`src/rtl/sparam_pkg.sv`:
```
// Shared types and helpers for the two-port S-parameter sweep sequencer.
package sparam_pkg;

  typedef enum logic [1:0] {
    StIdle,
    StSettle,
    StAcq,
    StEmit
  } state_e;

  // Result field indices: incident, reflected and through waves.
  localparam int FldA   = 0;
  localparam int FldR   = 1;
  localparam int FldT   = 2;
  localparam int NumFld = 3;

  // Width that holds the sum of navg signed samples of width dw without wrap.
  function automatic int unsigned acc_width(int unsigned dw, int unsigned navg);
    return dw + $clog2(navg);
  endfunction

endpackage

```
`src/rtl/sparam_sweep_ctrl_if.sv`:
```
// Sample input and result output handshakes of the sweep sequencer.
interface sparam_sweep_ctrl_if #(
  parameter int unsigned DW = 16,
  parameter int unsigned AW = 19,
  parameter int unsigned FW = 6
);
  logic                 smp_valid;
  logic                 smp_ready;
  logic signed [DW-1:0] smp_a_i, smp_a_q, smp_r_i, smp_r_q, smp_t_i, smp_t_q;

  logic                 res_valid;
  logic                 res_ready;
  logic        [FW-1:0] res_freq;
  logic                 res_port;
  logic signed [AW-1:0] res_a_i, res_a_q, res_r_i, res_r_q, res_t_i, res_t_q;

  // master: the sequencer (consumes samples, produces results)
  modport master (
    input  smp_valid, smp_a_i, smp_a_q, smp_r_i, smp_r_q, smp_t_i, smp_t_q,
    output smp_ready,
    output res_valid, res_freq, res_port, res_a_i, res_a_q, res_r_i, res_r_q, res_t_i, res_t_q,
    input  res_ready
  );

  // slave: the receiver front end and post-processing stage
  modport slave (
    output smp_valid, smp_a_i, smp_a_q, smp_r_i, smp_r_q, smp_t_i, smp_t_q,
    input  smp_ready,
    input  res_valid, res_freq, res_port, res_a_i, res_a_q, res_r_i, res_r_q, res_t_i, res_t_q,
    output res_ready
  );
endinterface

```
`src/rtl/sparam_acc.sv`:
```
// Signed I/Q accumulator pair. sum_* is the running total including the
// sample currently presented, so the caller can capture the final sum on the
// same edge that takes in the last sample.
module sparam_acc #(
  parameter int unsigned DW = 16,
  parameter int unsigned AW = 19
) (
  input  logic                 clk,
  input  logic                 rst_n,
  input  logic                 clr,
  input  logic                 en,
  input  logic signed [DW-1:0] in_re,
  input  logic signed [DW-1:0] in_im,
  output logic signed [AW-1:0] sum_re,
  output logic signed [AW-1:0] sum_im
);
  logic signed [AW-1:0] acc_re_q, acc_im_q;

  // Size casts of signed operands sign-extend.
  assign sum_re = acc_re_q + AW'(in_re);
  assign sum_im = acc_im_q + AW'(in_im);

  // Accumulate on enable; clear wins over enable.
  always_ff @(posedge clk) begin
    if (!rst_n || clr) begin
      acc_re_q <= '0;
      acc_im_q <= '0;
    end else if (en) begin
      acc_re_q <= sum_re;
      acc_im_q <= sum_im;
    end
  end
endmodule

```
`src/rtl/sparam_sweep_ctrl.sv`:
```
// Sweep sequencer: steps frequency and excited port, waits for settling,
// sums NAVG samples of the a/r/t waves and emits one result per port/point.
module sparam_sweep_ctrl
  import sparam_pkg::*;
#(
  parameter int unsigned NPTS   = 64,
  parameter int unsigned SETTLE = 16,
  parameter int unsigned NAVG   = 8,
  parameter int unsigned DW     = 16,
  parameter int unsigned FW     = (NPTS > 1) ? $clog2(NPTS) : 1,
  parameter int unsigned AW     = acc_width(DW, NAVG)
) (
  input  logic          clk,
  input  logic          rst_n,
  input  logic          start,
  input  logic          abort,
  output logic          busy,
  output logic          done,
  output logic          src_en,
  output logic          port_sel,
  output logic [FW-1:0] freq_idx,
  sparam_sweep_ctrl_if.master bus
);
  localparam int unsigned SCW = (SETTLE > 1) ? $clog2(SETTLE) : 1;
  localparam int unsigned NCW = (NAVG > 1) ? $clog2(NAVG) : 1;
  localparam logic [SCW-1:0] SettleLast = SCW'(SETTLE - 1);
  localparam logic [NCW-1:0] NavgLast   = NCW'(NAVG - 1);
  localparam logic [FW-1:0]  FreqLast   = FW'(NPTS - 1);

  state_e               state_q, state_d;
  logic [SCW-1:0]       settle_cnt_q, settle_cnt_d;
  logic [NCW-1:0]       smp_cnt_q, smp_cnt_d;
  logic [FW-1:0]        freq_q, freq_d;
  logic                 port_q, port_d;
  logic                 busy_q, res_valid_q, done_q, done_d;
  logic                 xfer, last_xfer, res_load;
  logic [FW-1:0]        res_freq_q;
  logic                 res_port_q;

  logic signed [DW-1:0] smp_re [NumFld];
  logic signed [DW-1:0] smp_im [NumFld];
  logic signed [AW-1:0] sum_re [NumFld];
  logic signed [AW-1:0] sum_im [NumFld];
  logic signed [AW-1:0] res_re_q [NumFld];
  logic signed [AW-1:0] res_im_q [NumFld];

  assign smp_re[FldA] = bus.smp_a_i;
  assign smp_im[FldA] = bus.smp_a_q;
  assign smp_re[FldR] = bus.smp_r_i;
  assign smp_im[FldR] = bus.smp_r_q;
  assign smp_re[FldT] = bus.smp_t_i;
  assign smp_im[FldT] = bus.smp_t_q;

  // A transfer presented in the abort cycle is discarded.
  assign xfer      = (state_q == StAcq) && bus.smp_valid && !abort;
  assign last_xfer = xfer && (smp_cnt_q == NavgLast);

  for (genvar g = 0; g < NumFld; g++) begin : g_acc
    sparam_acc #(
      .DW(DW),
      .AW(AW)
    ) u_acc (
      .clk   (clk),
      .rst_n (rst_n),
      .clr   (state_q == StSettle),
      .en    (xfer),
      .in_re (smp_re[g]),
      .in_im (smp_im[g]),
      .sum_re(sum_re[g]),
      .sum_im(sum_im[g])
    );
  end

  // Next state, index/port stepping and settle/sample counters.
  always_comb begin
    state_d  = state_q;
    freq_d   = freq_q;
    port_d   = port_q;
    done_d   = 1'b0;
    res_load = 1'b0;
    if (abort) begin
      if (state_q != StIdle) state_d = StIdle;
    end else begin
      unique case (state_q)
        StIdle: begin
          if (start) begin
            state_d = StSettle;
            freq_d  = '0;
            port_d  = 1'b0;
          end
        end
        StSettle: begin
          if (settle_cnt_q == SettleLast) state_d = StAcq;
        end
        StAcq: begin
          if (last_xfer) begin
            state_d  = StEmit;
            res_load = 1'b1;
          end
        end
        StEmit: begin
          if (bus.res_ready) begin
            if (!port_q) begin
              port_d  = 1'b1;
              state_d = StSettle;
            end else if (freq_q != FreqLast) begin
              freq_d  = freq_q + FW'(1);
              port_d  = 1'b0;
              state_d = StSettle;
            end else begin
              state_d = StIdle;
              done_d  = 1'b1;
            end
          end
        end
      endcase
    end
    settle_cnt_d = (state_q == StSettle && state_d == StSettle) ? settle_cnt_q + SCW'(1) : '0;
    smp_cnt_d    = (state_d == StAcq) ? smp_cnt_q + NCW'(xfer) : '0;
  end

  // State, counters and registered status outputs.
  always_ff @(posedge clk) begin
    if (!rst_n) begin
      state_q      <= StIdle;
      settle_cnt_q <= '0;
      smp_cnt_q    <= '0;
      freq_q       <= '0;
      port_q       <= 1'b0;
      busy_q       <= 1'b0;
      res_valid_q  <= 1'b0;
      done_q       <= 1'b0;
    end else begin
      state_q      <= state_d;
      settle_cnt_q <= settle_cnt_d;
      smp_cnt_q    <= smp_cnt_d;
      freq_q       <= freq_d;
      port_q       <= port_d;
      busy_q       <= (state_d != StIdle);
      res_valid_q  <= (state_d == StEmit);
      done_q       <= done_d;
    end
  end

  // Result registers load only on the final transfer of a measurement.
  always_ff @(posedge clk) begin
    if (!rst_n) begin
      res_freq_q <= '0;
      res_port_q <= 1'b0;
      for (int f = 0; f < NumFld; f++) begin
        res_re_q[f] <= '0;
        res_im_q[f] <= '0;
      end
    end else if (res_load) begin
      res_freq_q <= freq_q;
      res_port_q <= port_q;
      for (int f = 0; f < NumFld; f++) begin
        res_re_q[f] <= sum_re[f];
        res_im_q[f] <= sum_im[f];
      end
    end
  end

  assign busy      = busy_q;
  assign src_en    = busy_q;  // source is on in every non-idle state
  assign done      = done_q;
  assign port_sel  = port_q;
  assign freq_idx  = freq_q;

  assign bus.smp_ready = (state_q == StAcq);
  assign bus.res_valid = res_valid_q;
  assign bus.res_freq  = res_freq_q;
  assign bus.res_port  = res_port_q;
  assign bus.res_a_i   = res_re_q[FldA];
  assign bus.res_a_q   = res_im_q[FldA];
  assign bus.res_r_i   = res_re_q[FldR];
  assign bus.res_r_q   = res_im_q[FldR];
  assign bus.res_t_i   = res_re_q[FldT];
  assign bus.res_t_q   = res_im_q[FldT];
endmodule

```
`src/flat_wrapper.sv`:
```
// flat-port wrapper written by rule: the top's interface ports become plain ports
module sparam_sweep_ctrl_flat import sparam_pkg::*;
#(
  parameter int unsigned NPTS   = 64,
  parameter int unsigned SETTLE = 16,
  parameter int unsigned NAVG   = 8,
  parameter int unsigned DW     = 16,
  parameter int unsigned FW     = (NPTS > 1) ? $clog2(NPTS) : 1,
  parameter int unsigned AW     = acc_width(DW, NAVG)
)
  (clk, rst_n, start, abort, busy, done, src_en, port_sel, freq_idx, bus_smp_valid, bus_smp_a_i, bus_smp_a_q, bus_smp_r_i, bus_smp_r_q, bus_smp_t_i, bus_smp_t_q, bus_smp_ready, bus_res_valid, bus_res_freq, bus_res_port, bus_res_a_i, bus_res_a_q, bus_res_r_i, bus_res_r_q, bus_res_t_i, bus_res_t_q, bus_res_ready);
  sparam_sweep_ctrl_if #(.DW(DW), .AW(AW), .FW(FW)) bus_i ();
  input  logic clk;
  input  logic rst_n;
  input  logic start;
  input  logic abort;
  output logic busy;
  output logic done;
  output logic src_en;
  output logic port_sel;
  output logic [FW-1:0] freq_idx;
  input wire logic [$bits(bus_i.smp_valid)-1:0] bus_smp_valid;
  input wire logic [$bits(bus_i.smp_a_i)-1:0] bus_smp_a_i;
  input wire logic [$bits(bus_i.smp_a_q)-1:0] bus_smp_a_q;
  input wire logic [$bits(bus_i.smp_r_i)-1:0] bus_smp_r_i;
  input wire logic [$bits(bus_i.smp_r_q)-1:0] bus_smp_r_q;
  input wire logic [$bits(bus_i.smp_t_i)-1:0] bus_smp_t_i;
  input wire logic [$bits(bus_i.smp_t_q)-1:0] bus_smp_t_q;
  output wire logic [$bits(bus_i.smp_ready)-1:0] bus_smp_ready;
  output wire logic [$bits(bus_i.res_valid)-1:0] bus_res_valid;
  output wire logic [$bits(bus_i.res_freq)-1:0] bus_res_freq;
  output wire logic [$bits(bus_i.res_port)-1:0] bus_res_port;
  output wire logic [$bits(bus_i.res_a_i)-1:0] bus_res_a_i;
  output wire logic [$bits(bus_i.res_a_q)-1:0] bus_res_a_q;
  output wire logic [$bits(bus_i.res_r_i)-1:0] bus_res_r_i;
  output wire logic [$bits(bus_i.res_r_q)-1:0] bus_res_r_q;
  output wire logic [$bits(bus_i.res_t_i)-1:0] bus_res_t_i;
  output wire logic [$bits(bus_i.res_t_q)-1:0] bus_res_t_q;
  input wire logic [$bits(bus_i.res_ready)-1:0] bus_res_ready;
  assign bus_i.smp_valid = bus_smp_valid;
  assign bus_i.smp_a_i = bus_smp_a_i;
  assign bus_i.smp_a_q = bus_smp_a_q;
  assign bus_i.smp_r_i = bus_smp_r_i;
  assign bus_i.smp_r_q = bus_smp_r_q;
  assign bus_i.smp_t_i = bus_smp_t_i;
  assign bus_i.smp_t_q = bus_smp_t_q;
  assign bus_smp_ready = bus_i.smp_ready;
  assign bus_res_valid = bus_i.res_valid;
  assign bus_res_freq = bus_i.res_freq;
  assign bus_res_port = bus_i.res_port;
  assign bus_res_a_i = bus_i.res_a_i;
  assign bus_res_a_q = bus_i.res_a_q;
  assign bus_res_r_i = bus_i.res_r_i;
  assign bus_res_r_q = bus_i.res_r_q;
  assign bus_res_t_i = bus_i.res_t_i;
  assign bus_res_t_q = bus_i.res_t_q;
  assign bus_i.res_ready = bus_res_ready;
  sparam_sweep_ctrl #(.NPTS(NPTS), .SETTLE(SETTLE), .NAVG(NAVG), .DW(DW), .FW(FW), .AW(AW)) u_core (.clk(clk), .rst_n(rst_n), .start(start), .abort(abort), .busy(busy), .done(done), .src_en(src_en), .port_sel(port_sel), .freq_idx(freq_idx), .bus(bus_i));
endmodule
```
`config.mk`:
```
export PLATFORM = sky130hd
export DESIGN_NAME = sparam_sweep_ctrl_flat
export DESIGN_NICKNAME = d
export VERILOG_FILES = /design/src/rtl/sparam_pkg.sv /design/src/rtl/sparam_sweep_ctrl_if.sv /design/src/rtl/sparam_acc.sv /design/src/rtl/sparam_sweep_ctrl.sv /design/src/flat_wrapper.sv
export SDC_FILE = /design/constraint.sdc
export NUM_CORES = 1
export LEC_CHECK = 0
export ABC_AREA = 1
export CORE_MARGIN = 2
export CORE_UTILIZATION = 50
export CTS_BUF_LIST = sky130_fd_sc_hd__clkbuf_4
export CTS_CLUSTER_DIAMETER = 200
export CTS_CLUSTER_SIZE = 24
export DETAILED_ROUTE_END_ITERATION = 8
export PLACE_DENSITY = 0.77
export SYNTH_ARGS = -nofsm -noshare
export SYNTH_HDL_FRONTEND = slang
export SYNTH_SLANG_ARGS = --single-unit
```
`constraint.sdc`:
```
create_clock -name clk -period 6 [get_ports clk]
set_input_delay 1.2 -clock clk [delete_from_list [all_inputs] [get_ports clk]]
set_output_delay 1.2 -clock clk [all_outputs]
set_load 0.1 [all_outputs]
```
==> flow_summary_export.csv <==
group,metric,value,unit
setup_path,critical_path.startpoint_type,"flip-flop",
placement,dpl.hpwl,30600,um
logic_synthesis,syn_inst,2212,
clock_tree,postCtsSetupRepairBufs,0,
detailed_routing,drt_pass1_iterations,6,
clock_tree,cts_resized,0,
global_route,grt_max_degree,212,
timing,clock_skew,66.8,ps
logic_synthesis,synth_area_leader_cell,"edfxtp_1",
placement,dp.cells,2803,
floorplan,ios,235,
clock_tree,cts_tree,"done",
clock_tree,clkSlewWorstSetupHoldPaths,260,ps
clock_tree,cts_buffers,14,
setup_path,cp_top_family,"buffers and inverters",
logic_synthesis,synth-async-reset-ratio,0,%
clock_tree,worstSkewPairLatency,720,ps
logic_synthesis,ys_seq_elements,254,
setup_path,critPathRequiredTime,4800,ps
cells_and_area,finalNonFillerCells,2830,
logic_synthesis,yosys_most_used_dff,"dfxtp_1",
setup_path,crit_path_max_incr_delay,1150,ps
logic_synthesis,synth_enable_flop_cells,114,
cells_and_area,final.fill_count,2875,
detailed_routing,wire_per_inst,14.6,um
floorplan,dieArea,33300,um^2
logic_synthesis,synth_area,15900,um^2
cells_and_area,syn2layout_area_growth,18.1,%
job,maxCapViolations,0,
setup_path,path_class,"reg -> out",
floorplan,die_height,182,um
logic_synthesis,synth_fp_nets,2437,
logic_synthesis,seq_area_frac_synth,39.1,%
logic_synthesis,synth_top_area_share,21.5,%
timing,slew_viol_final,0,
floorplan,rows,65,
logic_synthesis,ys_types,39,
cells_and_area,final_util,59.8,%
detailed_routing,drt_iter0_drc,1042,
placement,place.gp.congestion,0.927,
logic_synthesis,synth_common_cells,"nand2_1 (540), inv_1 (341), nor2_1 (296)",
clock_tree,ctsRootBufferMaster,"clkbuf_4",
detailed_routing,avgViaCountPerCell,5.17,
placement,port_buffers,234,
timing,slew_headroom,19.8,%
detailed_routing,vias,14641,
setup_path,slowest_stage,"clkdlybuf4s50_1",
timing,final.min_clock_period,3800,ps
timing,fin_crit_sh,63.3,%
clock_tree,postCtsHoldBufs,0,
logic_synthesis,synth.top_cells.by_area,"edfxtp_1 (21%), dfxtp_1 (18%), nand2_1 (13%)",
run_status,status,"complete, no violations",
pwr,p_leak,0.00919,uW
logic_synthesis,yosysMostFrequentCell,"nand2_1",
global_route,grt_antenna_before_repair,4,
logic_synthesis,post_synth.cell_area_avg,7.20,um^2
clock_tree,htree_num_levels,1,
logic_synthesis,yosysWarnings,0,
timing,setup_viol,0,
timing,max_freq,0.263,GHz
timing,tightest_slew,1200,ps
setup_path,path_cells,"ha_1 -> clkdlybuf4s50_1",
setup_path,path_max_fanout,6,
detailed_routing,ant_nets,0,
worst_hold_path,hp-class,"reg -> reg",
clock_tree,clockBufferDepth,3,
floorplan,start_util,50.6,%
setup_path,cp-end-kind,"output pin",
floorplan,coreArea,31500,um^2
global_route,grtUsageTotal,24.3,%
cells_and_area,drive_gt1_share,2.89,%
timing,tns,0,ps
cells_and_area,final_nets,2642,
detailed_routing,drc,0,
pwr,vdd_drop_max,0.000127,V
clock_tree,cts.sinks,254,
floorplan,die_w,182,um
global_route,grt_pass1_wl,66300,um
detailed_routing,wirelength,41300,um
global_route,grt_pass1_vias,13662,
setup_path,cp.arrival,2600,ps
setup_path,path_buf_inv,1,
global_route,grt-ovfl-total,0,
pwr,power_density,175,nW/um^2
timing,hold_slack,480,ps
timing,hold_viol_final,0,
timing,rsz0062_at_grt,"no",
## final cells by class
type                    instances  area, um^2  area share, %
well taps                     402         503           2.67
diodes                          3        7.51         0.0399
inverters                     361        1360           7.20
repair buffers                241        2410           12.8
clock inverters                 1        11.3         0.0599
clock buffers                  23         173          0.918
multi-input cells            1545        8130           43.2
flip-flops and latches        254        6230           33.1
## power breakdown
group	switching [uW]	internal (uW)	total (uW)
Sequential	16.7	1850	1860
Combinational	520	191	711
Clock	537	177	714
## per-layer routing
metal  wire (um)  global-route usage (%)  share of wire (%)
met2       18500                    39.9                 45
met5          27                       0              0.065
met3        2500                    3.79                6.1
met1       19200                    33.3                 46
met4         998                    6.90                2.4
## flip-flops by register name, summed over array words and instances (netlist names)
| name | flops |
|---|---|
| u_core.g_acc.u_acc.acc_im_q | 57 |
| u_core.g_acc.u_acc.acc_re_q | 57 |
| u_core.res_im_q | 57 |
| u_core.res_re_q | 57 |
| u_core.bus.res_freq | 6 |
| u_core.freq_idx | 6 |
| u_core.settle_cnt_q | 4 |
| u_core.smp_cnt_q | 3 |
| u_core.state_q | 2 |
| u_core.bus.res_port | 1 |
| u_core.bus.res_valid | 1 |
| u_core.busy | 1 |
| u_core.done | 1 |
| u_core.port_sel | 1 |
## cell usage in the layout (no fill, tap or decap), types with 5 or more instances in the layout
| cell type | count |
|---|---|
| and2_1 | 12 |
| ha_1 | 117 |
| inv_1 | 341 |
| nand4_1 | 5 |
| buf_4 | 6 |
| inv_2 | 19 |
| clkdlybuf4s50_1 | 234 |
| clkbuf_4 | 23 |
| nor3b_2 | 5 |
| dfxtp_1 | 140 |
| fa_1 | 6 |
| nand3b_1 | 9 |
| a21o_1 | 7 |
| o211ai_1 | 29 |
| o21ai_1 | 40 |
| nand3_1 | 200 |
| nand2_1 | 539 |
| a21oi_1 | 168 |
| nor2_1 | 296 |
| edfxtp_1 | 114 |
| nor3_1 | 9 |
| xnor2_1 | 33 |
| o21ai_0 | 27 |
| xor2_1 | 23 |
## cells by family after synthesis
group / synth area share (%)
AOI/OAI and AO/OA: 9.32
and+or+nand+nor: 28.6
xor gates and xnor gates: 3.08
DFF: 39.1
buffers and inverters: 9.98
adders and majority gates: 9.94
## path summary, 6_finish.rpt
| kind | to | cells after the start | start | slack [ps] |
|---|---|---|---|---|
| max | bus_smp_ready | 2 | u_core.state_q[1] | 2200 |
| min | u_core.settle_cnt_q[0] | 1 | u_core.settle_cnt_q[0] | 480 |
| max reg2reg | u_core.res_im_q[0][37] | 6 | u_core.state_q[1] | 3050 |
| min reg2reg | u_core.settle_cnt_q[0] | 1 | u_core.settle_cnt_q[0] | 480 |
## through the flow
stage	instance area, um^2	power [uW]	setup WS, ps
final	18800	3290	2200
after global routing	18800	3420	2060
after floorplan	15900	2390	1090
after CTS	18800	3320	2120
after detailed placement	18600	2610	1930
after global placement	18600	2600	2040
(Power assumes the default switching activity.)
